**config.mk**
```make
export PLATFORM = sky130hd
export DESIGN_NAME = main_ram_arbiter_flat
export DESIGN_NICKNAME = d
export VERILOG_FILES = /design/src/rtl/main_ram_arbiter_if.sv /design/src/rtl/main_ram_arbiter.sv /design/src/flat_wrapper.sv
export SDC_FILE = /design/constraint.sdc
export NUM_CORES = 1
export LEC_CHECK = 0
export ABC_CLOCK_PERIOD_IN_PS = 2400
export CAP_MARGIN = 20
export CORE_ASPECT_RATIO = 0.75
export CORE_MARGIN = 8
export CORE_UTILIZATION = 40
export CTS_CLUSTER_DIAMETER = 80
export CTS_CLUSTER_SIZE = 14
export DETAILED_ROUTE_END_ITERATION = 8
export PLACE_DENSITY = 0.91
export SETUP_SLACK_MARGIN = 0.4
export SYNTH_ARGS = -nofsm -noshare
export SYNTH_HDL_FRONTEND = slang
export SYNTH_SLANG_ARGS = --single-unit
```
**constraint.sdc**
```tcl
create_clock -name clk -period 2.4 [get_ports clk]
set_clock_uncertainty 0.2 [all_clocks]
set_input_delay 0.36 -clock clk [delete_from_list [all_inputs] [get_ports clk]]
set_output_delay 0.36 -clock clk [all_outputs]
set_load 0.02 [all_outputs]
```
**src/rtl/main_ram_arbiter_if.sv**
```systemverilog
`default_nettype none
// ============================================================================
// Module   : main_ram_arbiter_if
// Purpose  : Requester ports (SNES, loader, backup) plus SDRAM controller port
//            for main_ram_arbiter.
// Revision : 1.0 - initial release
// ============================================================================
interface main_ram_arbiter_if #(
  parameter int ADDR_W = 25
);
  logic              snes_req;
  logic              snes_we;
  logic              snes_word;
  logic [ADDR_W-1:0] snes_addr;
  logic [15:0]       snes_wdata;
  logic              snes_ack;
  logic [15:0]       snes_rdata;

  logic              load_req;
  logic              load_we;
  logic              load_word;
  logic [ADDR_W-1:0] load_addr;
  logic [15:0]       load_wdata;
  logic              load_ack;
  logic [15:0]       load_rdata;

  logic              bk_req;
  logic              bk_we;
  logic [19:0]       bk_addr;
  logic [7:0]        bk_wdata;
  logic              bk_ack;
  logic [7:0]        bk_rdata;

  logic [ADDR_W-1:0] mem_addr;
  logic [15:0]       mem_din;
  logic              mem_word;
  logic              mem_rd;
  logic              mem_wr;
  logic [15:0]       mem_dout;
  logic              mem_busy;
  logic [1:0]        grant;

  modport slave (
    input  snes_req, snes_we, snes_word, snes_addr, snes_wdata,
    output snes_ack, snes_rdata,
    input  load_req, load_we, load_word, load_addr, load_wdata,
    output load_ack, load_rdata,
    input  bk_req, bk_we, bk_addr, bk_wdata,
    output bk_ack, bk_rdata,
    output mem_addr, mem_din, mem_word, mem_rd, mem_wr, grant,
    input  mem_dout, mem_busy
  );

  modport master (
    output snes_req, snes_we, snes_word, snes_addr, snes_wdata,
    input  snes_ack, snes_rdata,
    output load_req, load_we, load_word, load_addr, load_wdata,
    input  load_ack, load_rdata,
    output bk_req, bk_we, bk_addr, bk_wdata,
    input  bk_ack, bk_rdata,
    input  mem_addr, mem_din, mem_word, mem_rd, mem_wr, grant,
    output mem_dout, mem_busy
  );
endinterface
`default_nettype wire

```
**src/rtl/main_ram_arbiter.sv**
```systemverilog
`default_nettype none
// ============================================================================
// Module   : main_ram_arbiter
// Purpose  : Registered priority arbiter (SNES > loader > backup, with backup
//            anti-starvation) sharing one SDRAM controller port.
// Revision : 1.0 - initial release
// ============================================================================
module main_ram_arbiter #(
  parameter int ADDR_W     = 25,
  parameter int STARVE_MAX = 8,
  parameter int BUSY_WAIT  = 3
) (
  input  wire logic         clk,
  input  wire logic         reset_n,
  main_ram_arbiter_if.slave bus
);
  localparam logic [1:0] S_IDLE       = 2'd0;
  localparam logic [1:0] S_ISSUE      = 2'd1;
  localparam logic [1:0] S_WAIT_START = 2'd2;
  localparam logic [1:0] S_WAIT_DONE  = 2'd3;

  localparam logic [1:0] G_NONE = 2'd0;
  localparam logic [1:0] G_SNES = 2'd1;
  localparam logic [1:0] G_LOAD = 2'd2;
  localparam logic [1:0] G_BK   = 2'd3;

  localparam logic [3:0] c_starve_max = 4'(STARVE_MAX);
  localparam logic [3:0] c_wait_last  = 4'(BUSY_WAIT - 1);

  logic [1:0]        r_state, w_state_nxt;
  logic [1:0]        r_grant, w_win;
  logic [3:0]        r_starve, r_wait;
  logic              r_mem_rd, r_mem_wr, r_mem_word;
  logic [ADDR_W-1:0] r_mem_addr;
  logic [15:0]       r_mem_din;
  logic              r_snes_ack, r_load_ack, r_bk_ack;
  logic [15:0]       r_snes_rdata, r_load_rdata;
  logic [7:0]        r_bk_rdata;

  logic              w_ack_pending, w_done, w_grant_now;
  logic              w_win_we, w_win_word;
  logic [ADDR_W-1:0] w_win_addr;
  logic [15:0]       w_win_din;
  logic              w_rd_nxt, w_wr_nxt;
  logic              w_snes_ack_nxt, w_load_ack_nxt, w_bk_ack_nxt;

  // No grant during an ack cycle: the acked requester may still show req high.
  always_comb begin
    w_ack_pending = r_snes_ack | r_load_ack | r_bk_ack;
    w_win         = G_NONE;
    if (!w_ack_pending) begin
      if (bus.bk_req && (r_starve >= c_starve_max)) w_win = G_BK;
      else if (bus.snes_req)                          w_win = G_SNES;
      else if (bus.load_req)                          w_win = G_LOAD;
      else if (bus.bk_req)                            w_win = G_BK;
    end
    w_done = ((r_state == S_WAIT_DONE) && !bus.mem_busy) ||
             ((r_state == S_WAIT_START) && !bus.mem_busy && (r_wait == c_wait_last));
  end

  always_ff @(posedge clk) begin
    if (!reset_n) r_state <= S_IDLE;
    else          r_state <= w_state_nxt;
  end

  always_comb begin
    w_state_nxt = r_state;
    case (r_state)
      S_IDLE:       if (w_win != G_NONE) w_state_nxt = S_ISSUE;
      S_ISSUE:      w_state_nxt = S_WAIT_START;
      S_WAIT_START: begin
        if (bus.mem_busy) w_state_nxt = S_WAIT_DONE;
        else if (w_done)  w_state_nxt = S_IDLE;
      end
      S_WAIT_DONE:  if (w_done) w_state_nxt = S_IDLE;
      default:      w_state_nxt = S_IDLE;
    endcase
  end

  always_comb begin
    w_win_we   = bus.snes_we;
    w_win_word = bus.snes_word;
    w_win_addr = bus.snes_addr;
    w_win_din  = bus.snes_wdata;
    case (w_win)
      G_LOAD: begin
        w_win_we   = bus.load_we;
        w_win_word = bus.load_word;
        w_win_addr = bus.load_addr;
        w_win_din  = bus.load_wdata;
      end
      G_BK: begin
        w_win_we   = bus.bk_we;
        w_win_word = 1'b0;
        w_win_addr = ADDR_W'({5'b10000, bus.bk_addr});
        w_win_din  = {bus.bk_wdata, bus.bk_wdata};
      end
      default: ;
    endcase
    w_grant_now    = (r_state == S_IDLE) && (w_win != G_NONE);
    w_rd_nxt       = w_grant_now && !w_win_we;
    w_wr_nxt       = w_grant_now && w_win_we;
    w_snes_ack_nxt = w_done && (r_grant == G_SNES);
    w_load_ack_nxt = w_done && (r_grant == G_LOAD);
    w_bk_ack_nxt   = w_done && (r_grant == G_BK);
  end

  always_ff @(posedge clk) begin
    if (!reset_n) begin
      r_grant      <= G_NONE;
      r_starve     <= 4'd0;
      r_wait       <= 4'd0;
      r_mem_rd     <= 1'b0;
      r_mem_wr     <= 1'b0;
      r_mem_word   <= 1'b0;
      r_mem_addr   <= '0;
      r_mem_din    <= 16'd0;
      r_snes_ack   <= 1'b0;
      r_load_ack   <= 1'b0;
      r_bk_ack     <= 1'b0;
      r_snes_rdata <= 16'd0;
      r_load_rdata <= 16'd0;
      r_bk_rdata   <= 8'd0;
    end else begin
      r_mem_rd   <= w_rd_nxt;
      r_mem_wr   <= w_wr_nxt;
      r_snes_ack <= w_snes_ack_nxt;
      r_load_ack <= w_load_ack_nxt;
      r_bk_ack   <= w_bk_ack_nxt;

      if (w_grant_now) begin
        r_grant    <= w_win;
        r_mem_word <= w_win_word;
        r_mem_addr <= w_win_addr;
        r_mem_din  <= w_win_din;
      end else if (w_done) begin
        r_grant <= G_NONE;
      end

      if (w_snes_ack_nxt) r_snes_rdata <= bus.mem_dout;
      if (w_load_ack_nxt) r_load_rdata <= bus.mem_dout;
      if (w_bk_ack_nxt)   r_bk_rdata   <= bus.mem_dout[7:0];

      if (r_state == S_WAIT_START) r_wait <= r_wait + 4'd1;
      else                         r_wait <= 4'd0;

      // Starvation counter tracks only grants that bypassed a waiting backup.
      if (!bus.bk_req) begin
        r_starve <= 4'd0;
      end else if (w_grant_now) begin
        if (w_win == G_BK)          r_starve <= 4'd0;
        else if (r_starve != 4'hF)  r_starve <= r_starve + 4'd1;
      end
    end
  end

  assign bus.mem_rd     = r_mem_rd;
  assign bus.mem_wr     = r_mem_wr;
  assign bus.mem_word   = r_mem_word;
  assign bus.mem_addr   = r_mem_addr;
  assign bus.mem_din    = r_mem_din;
  assign bus.grant      = r_grant;
  assign bus.snes_ack   = r_snes_ack;
  assign bus.load_ack   = r_load_ack;
  assign bus.bk_ack     = r_bk_ack;
  assign bus.snes_rdata = r_snes_rdata;
  assign bus.load_rdata = r_load_rdata;
  assign bus.bk_rdata   = r_bk_rdata;
endmodule
`default_nettype wire

```
**src/flat_wrapper.sv**
```systemverilog
// flat-port wrapper written by rule: the top's interface ports become plain ports
module main_ram_arbiter_flat 
#(
  parameter int ADDR_W     = 25,
  parameter int STARVE_MAX = 8,
  parameter int BUSY_WAIT  = 3
)
  (clk, reset_n, bus_snes_req, bus_snes_we, bus_snes_word, bus_snes_addr, bus_snes_wdata, bus_snes_ack, bus_snes_rdata, bus_load_req, bus_load_we, bus_load_word, bus_load_addr, bus_load_wdata, bus_load_ack, bus_load_rdata, bus_bk_req, bus_bk_we, bus_bk_addr, bus_bk_wdata, bus_bk_ack, bus_bk_rdata, bus_mem_addr, bus_mem_din, bus_mem_word, bus_mem_rd, bus_mem_wr, bus_grant, bus_mem_dout, bus_mem_busy);
  main_ram_arbiter_if #(.ADDR_W(ADDR_W)) bus_i ();
  input  wire logic clk;
  input  wire logic reset_n;
  input wire logic [$bits(bus_i.snes_req)-1:0] bus_snes_req;
  input wire logic [$bits(bus_i.snes_we)-1:0] bus_snes_we;
  input wire logic [$bits(bus_i.snes_word)-1:0] bus_snes_word;
  input wire logic [$bits(bus_i.snes_addr)-1:0] bus_snes_addr;
  input wire logic [$bits(bus_i.snes_wdata)-1:0] bus_snes_wdata;
  output wire logic [$bits(bus_i.snes_ack)-1:0] bus_snes_ack;
  output wire logic [$bits(bus_i.snes_rdata)-1:0] bus_snes_rdata;
  input wire logic [$bits(bus_i.load_req)-1:0] bus_load_req;
  input wire logic [$bits(bus_i.load_we)-1:0] bus_load_we;
  input wire logic [$bits(bus_i.load_word)-1:0] bus_load_word;
  input wire logic [$bits(bus_i.load_addr)-1:0] bus_load_addr;
  input wire logic [$bits(bus_i.load_wdata)-1:0] bus_load_wdata;
  output wire logic [$bits(bus_i.load_ack)-1:0] bus_load_ack;
  output wire logic [$bits(bus_i.load_rdata)-1:0] bus_load_rdata;
  input wire logic [$bits(bus_i.bk_req)-1:0] bus_bk_req;
  input wire logic [$bits(bus_i.bk_we)-1:0] bus_bk_we;
  input wire logic [$bits(bus_i.bk_addr)-1:0] bus_bk_addr;
  input wire logic [$bits(bus_i.bk_wdata)-1:0] bus_bk_wdata;
  output wire logic [$bits(bus_i.bk_ack)-1:0] bus_bk_ack;
  output wire logic [$bits(bus_i.bk_rdata)-1:0] bus_bk_rdata;
  output wire logic [$bits(bus_i.mem_addr)-1:0] bus_mem_addr;
  output wire logic [$bits(bus_i.mem_din)-1:0] bus_mem_din;
  output wire logic [$bits(bus_i.mem_word)-1:0] bus_mem_word;
  output wire logic [$bits(bus_i.mem_rd)-1:0] bus_mem_rd;
  output wire logic [$bits(bus_i.mem_wr)-1:0] bus_mem_wr;
  output wire logic [$bits(bus_i.grant)-1:0] bus_grant;
  input wire logic [$bits(bus_i.mem_dout)-1:0] bus_mem_dout;
  input wire logic [$bits(bus_i.mem_busy)-1:0] bus_mem_busy;
  assign bus_i.snes_req = bus_snes_req;
  assign bus_i.snes_we = bus_snes_we;
  assign bus_i.snes_word = bus_snes_word;
  assign bus_i.snes_addr = bus_snes_addr;
  assign bus_i.snes_wdata = bus_snes_wdata;
  assign bus_snes_ack = bus_i.snes_ack;
  assign bus_snes_rdata = bus_i.snes_rdata;
  assign bus_i.load_req = bus_load_req;
  assign bus_i.load_we = bus_load_we;
  assign bus_i.load_word = bus_load_word;
  assign bus_i.load_addr = bus_load_addr;
  assign bus_i.load_wdata = bus_load_wdata;
  assign bus_load_ack = bus_i.load_ack;
  assign bus_load_rdata = bus_i.load_rdata;
  assign bus_i.bk_req = bus_bk_req;
  assign bus_i.bk_we = bus_bk_we;
  assign bus_i.bk_addr = bus_bk_addr;
  assign bus_i.bk_wdata = bus_bk_wdata;
  assign bus_bk_ack = bus_i.bk_ack;
  assign bus_bk_rdata = bus_i.bk_rdata;
  assign bus_mem_addr = bus_i.mem_addr;
  assign bus_mem_din = bus_i.mem_din;
  assign bus_mem_word = bus_i.mem_word;
  assign bus_mem_rd = bus_i.mem_rd;
  assign bus_mem_wr = bus_i.mem_wr;
  assign bus_grant = bus_i.grant;
  assign bus_i.mem_dout = bus_mem_dout;
  assign bus_i.mem_busy = bus_mem_busy;
  main_ram_arbiter #(.ADDR_W(ADDR_W), .STARVE_MAX(STARVE_MAX), .BUSY_WAIT(BUSY_WAIT)) u_core (.clk(clk), .reset_n(reset_n), .bus(bus_i));
endmodule
```
==> impl_metrics.py <==
metrics = {
    "drt": {
        "postRouteAntennaNets": 0,
        "drt-initial-drc-count": 356,
        "vias": 5264,
        "via_per_inst": 5.59,
        "drc": 0,
        "wl_per_cell_um": 19.3,
        "drt-pass1-iter-count": 4,
        "wirelength_um": 18200,
    },
    "cells_and_area": {
        "final_layout_size_suffix_gt1_share_pct": 9.27,
        "multiInputGateArea_um2": 2370,
        "n_antenna_cell": 0,
        "final_nets": 935,
        "fill_cells": 919,
        "area_growth_syn_to_layout_pct": 65.2,
        "register_area_um2": 1990,
        "fin_area_um2": 7560,
        "utilization_pct": 66.6,
    },
    "critical_path": {
        "cp-start-kind": "flip-flop",
        "crit_path_cell_trace": "clkdlybuf4s50_1",
        "r2r-end": "u_core.bus.mem_din[8]",
        "r2r-start": "u_core.bus.snes_ack",
        "worstSetupPathType": "flip-flop to output pin",
        "cp_top_family": "buffers and inverters",
        "crit_slowest_cell": "clkdlybuf4s50_1",
        "worstSetupStartpoint": "u_core.bus.snes_ack",
        "cpPeakStageDelay_ns": 0.66,
        "end_kind": "output pin",
        "r2r_cells": 6,
        "critPathArrivalTime_ns": 1.39,
        "path_buf_inv": 1,
        "r2r_slack_ns": 0.47,
        "required_ns": 1.84,
        "crit_path_max_fanout": 3,
    },
    "power": {
        "pwr-share-clk_pct": 30.2,
        "seq_power_share_pct": 41.6,
        "p_leak_nw": 2.97,
        "intPower_mw": 3.13,
        "p_switching_mw": 1.34,
        "power_density_nw_per_um2": 590,
        "swShare_pct": 29.9,
        "max-vdd-ir-drop_mv": 0.469,
        "comb_power_share_pct": 28.2,
    },
    "sta": {
        "min_period_over_period_pct": 81.3,
        "finalHoldViolations": 0,
        "tns_ns": 0,
        "worstMarginPinSlew_ns": 0.449,
        "fmax_ghz": 0.512,
        "setup_viol": 0,
        "timing.hold.ws_ns": 0.250,
        "setup_slack_ns": 0.448,
        "rsz0062_at_grt": "yes",
        "fin_crit_ns": 1.95,
        "final_max_slew_viol_count": 0,
        "max-slew-margin-rel_pct": 70.0,
    },
    "global_routing": {
        "grt_pass1_wl_um": 27900,
        "grt_pass1_vias": 5168,
        "antenna_found_initial": 1,
        "grt_max_degree": 40,
        "groute.usage.overall_pct": 22.8,
        "grt_overflow": 0,
    },
    "die": {
        "die_h_um": 109,
        "row_count": 34,
        "die_w_um": 140,
        "start_util_pct": 40.3,
        "core_area_um2": 11400,
        "io_pins": 226,
        "die-area_um2": 15200,
    },
    "worst_hold_path": {
        "hold_start": "u_core.r_wait[0]",
        "min_to": "u_core.r_wait[0]",
        "whs_path_depth": 1,
        "hp-class": "flip-flop to flip-flop",
    },
    "cts": {
        "clock_sinks": 99,
        "cts_buffer_depth": 2,
        "clkLatencyLatePin_ns": 0.33,
        "cts_htree_levels": 3,
        "clockRootBuffer": "clkbuf_16",
        "cts_buffers": 9,
        "cts_tree": "yes",
        "cts.clk_slew.worst_paths_ns": 0.06,
    },
    "placed_design": {
        "io_buffer_count": 225,
        "hpwl_um": 13400,
        "dpl_worst_slack_ns": -0.0155,
        "post_dp_cell_area_um2": 7120,
        "gp_congestion": 0.881,
    },
    "logic_synthesis": {
        "ys_types": 41,
        "synth_flop_cell": "dfxtp_1",
        "syn-cell-area_um2": 4580,
        "syn_inst": 569,
        "seq_area_frac_synth_pct": 43.3,
        "ys_seq_elements": 99,
        "synth_edf_count": 0,
        "yosys_warnings": 0,
        "synth-async-reset-ratio_pct": 0,
        "synth_area_per_cell_um2": 8.05,
        "syn_nets": 710,
    },
    "status": {
        "status": "completed",
    },
    "flow_run": {
        "cap_violations": 0,
    },
}
## Yosys cell counts (2+ instances only)
master	n	share of area, %
a21o_1	10	1.6
nand3_1	29	3.2
a2111oi_0	20	3.8
nor2_1	42	3.4
nand2b_1	3	0.41
nor2b_1	2	0.27
or2_2	2	0.27
a31oi_1	19	2.6
nand2_1	62	5.1
buf_2	9	0.98
clkbuf_1	30	2.5
a211oi_4	2	0.87
o32ai_1	5	0.96
and3_1	2	0.27
buf_4	5	0.82
a211oi_1	5	0.82
ha_1	4	1.1
nand4_1	16	2.2
buf_6	3	0.74
buf_1	4	0.33
o211ai_1	2	0.33
mux2i_1	17	3.7
o2111ai_1	3	0.57
or3_1	4	0.55
o21ai_0	85	9.3
inv_1	13	1.1
dfxtp_1	99	43
a21oi_1	59	6.4
## metal layers
layer | global-route usage, % | part of all wire [%]
met1 | 26.8 | 40
met2 | 37.8 | 47
met3 | 10.1 | 12
met4 | 5.87 | 1.5
met5 | 0 | 0.071
## power groups by stage
| stage | logic, mW | registers (mW) | clock network (mW) |
|---|---|---|---|
| floorplan | 0.404 | 2.02 | 0 |
| detailed placement | 1.20 | 1.88 | 0 |
| global route | 1.34 | 1.87 | 1.43 |
| finish | 1.26 | 1.86 | 1.35 |
| global placement | 1.18 | 1.88 | 0 |
| CTS | 1.22 | 1.85 | 1.37 |
## flip-flops by register name, summed over array words and instances (netlist names)
name,cells
u_core.bus.grant,2
u_core.bus.load_ack,1
u_core.r_state,2
u_core.bus.snes_rdata,16
u_core.bus.mem_word,1
u_core.bus.bk_ack,1
u_core.r_wait,4
u_core.bus.snes_ack,1
u_core.bus.load_rdata,16
u_core.bus.bk_rdata,8
u_core.bus.mem_addr,25
u_core.bus.mem_rd,1
u_core.bus.mem_wr,1
u_core.bus.mem_din,16
u_core.r_starve,4
## area by class of cell
cell class                 instances  share of cell area (%)
tap                              144                    2.38
inverter                          14                   0.695
clock buffer                      11                    3.21
timing repair buffer             266                    35.7
sequential                        99                    26.3
clock inverter                     4                   0.364
multi-input combinational        404                    31.4
## kinds of logic (layout without fill, tap and decap cells)
logic type               after synthesis  in the layout  synth area share (%)
AO/OA/AOI/OAI                        214            214                  28.2
multiplexers                          17             17                  3.72
AND/OR/NAND/NOR                      167            167                  16.8
buffers and inverters                 66            295                  6.59
XOR/XNOR                               2              2                 0.383
flip-flops                            99             99                  43.3
adder cells (fa/ha/maj)                4              4                  1.09
## cells in the final DEF, fill, tap and decap left out, drive strengths merged, types with 5 or more instances in the layout
cell type / synthesis / routed
a2111oi: 20 / 20
a211oi: 7 / 7
a21o: 10 / 10
a21oi: 59 / 59
a31oi: 19 / 19
buf: 21 / 40
clkbuf: 31 / 13
clkdlybuf4s50: 0 / 218
clkinv: 1 / 5
dfxtp: 99 / 99
dlymetal6s2s: 0 / 6
inv: 13 / 13
mux2i: 17 / 17
nand2: 63 / 63
nand3: 29 / 29
nand4: 16 / 16
nor2: 42 / 42
o21ai: 85 / 85
o32ai: 5 / 5
## worst max path at each step
stage / to / slack (ns) / depth (start not counted)
floorplan: u_core.bus.load_rdata[10] / 0.44 / 8
global placement: u_core.bus.mem_addr[11] / -0.01 / 5
detailed placement: u_core.bus.mem_addr[19] / -0.02 / 5
CTS: u_core.bus.mem_din[5] / 0.40 / 6
global route: u_core.bus.mem_wr / 0.35 / 6
finish: bus_snes_ack / 0.45 / 1
## through the flow
step                instances  power, mW
floorplan                 569       2.42
global placement          922       3.07
detailed placement        922       3.09
CTS                       939       4.44
global route              942       4.64
finish                    942       4.46
## repair_timing
| action | CTS | global route |
|---|---|---|
| pin swaps | 1 | 7 |
| cloned | 0 | 2 |
| endpoints found under the hold margin | 0 | 0 |
| gates resized for setup | 7 | 23 |
| buffers inserted | 2 | 1 |
| hold buffers | 0 | 0 |
| setup endpoints to repair | 56 | 76 |
(Power assumes the default switching activity.)
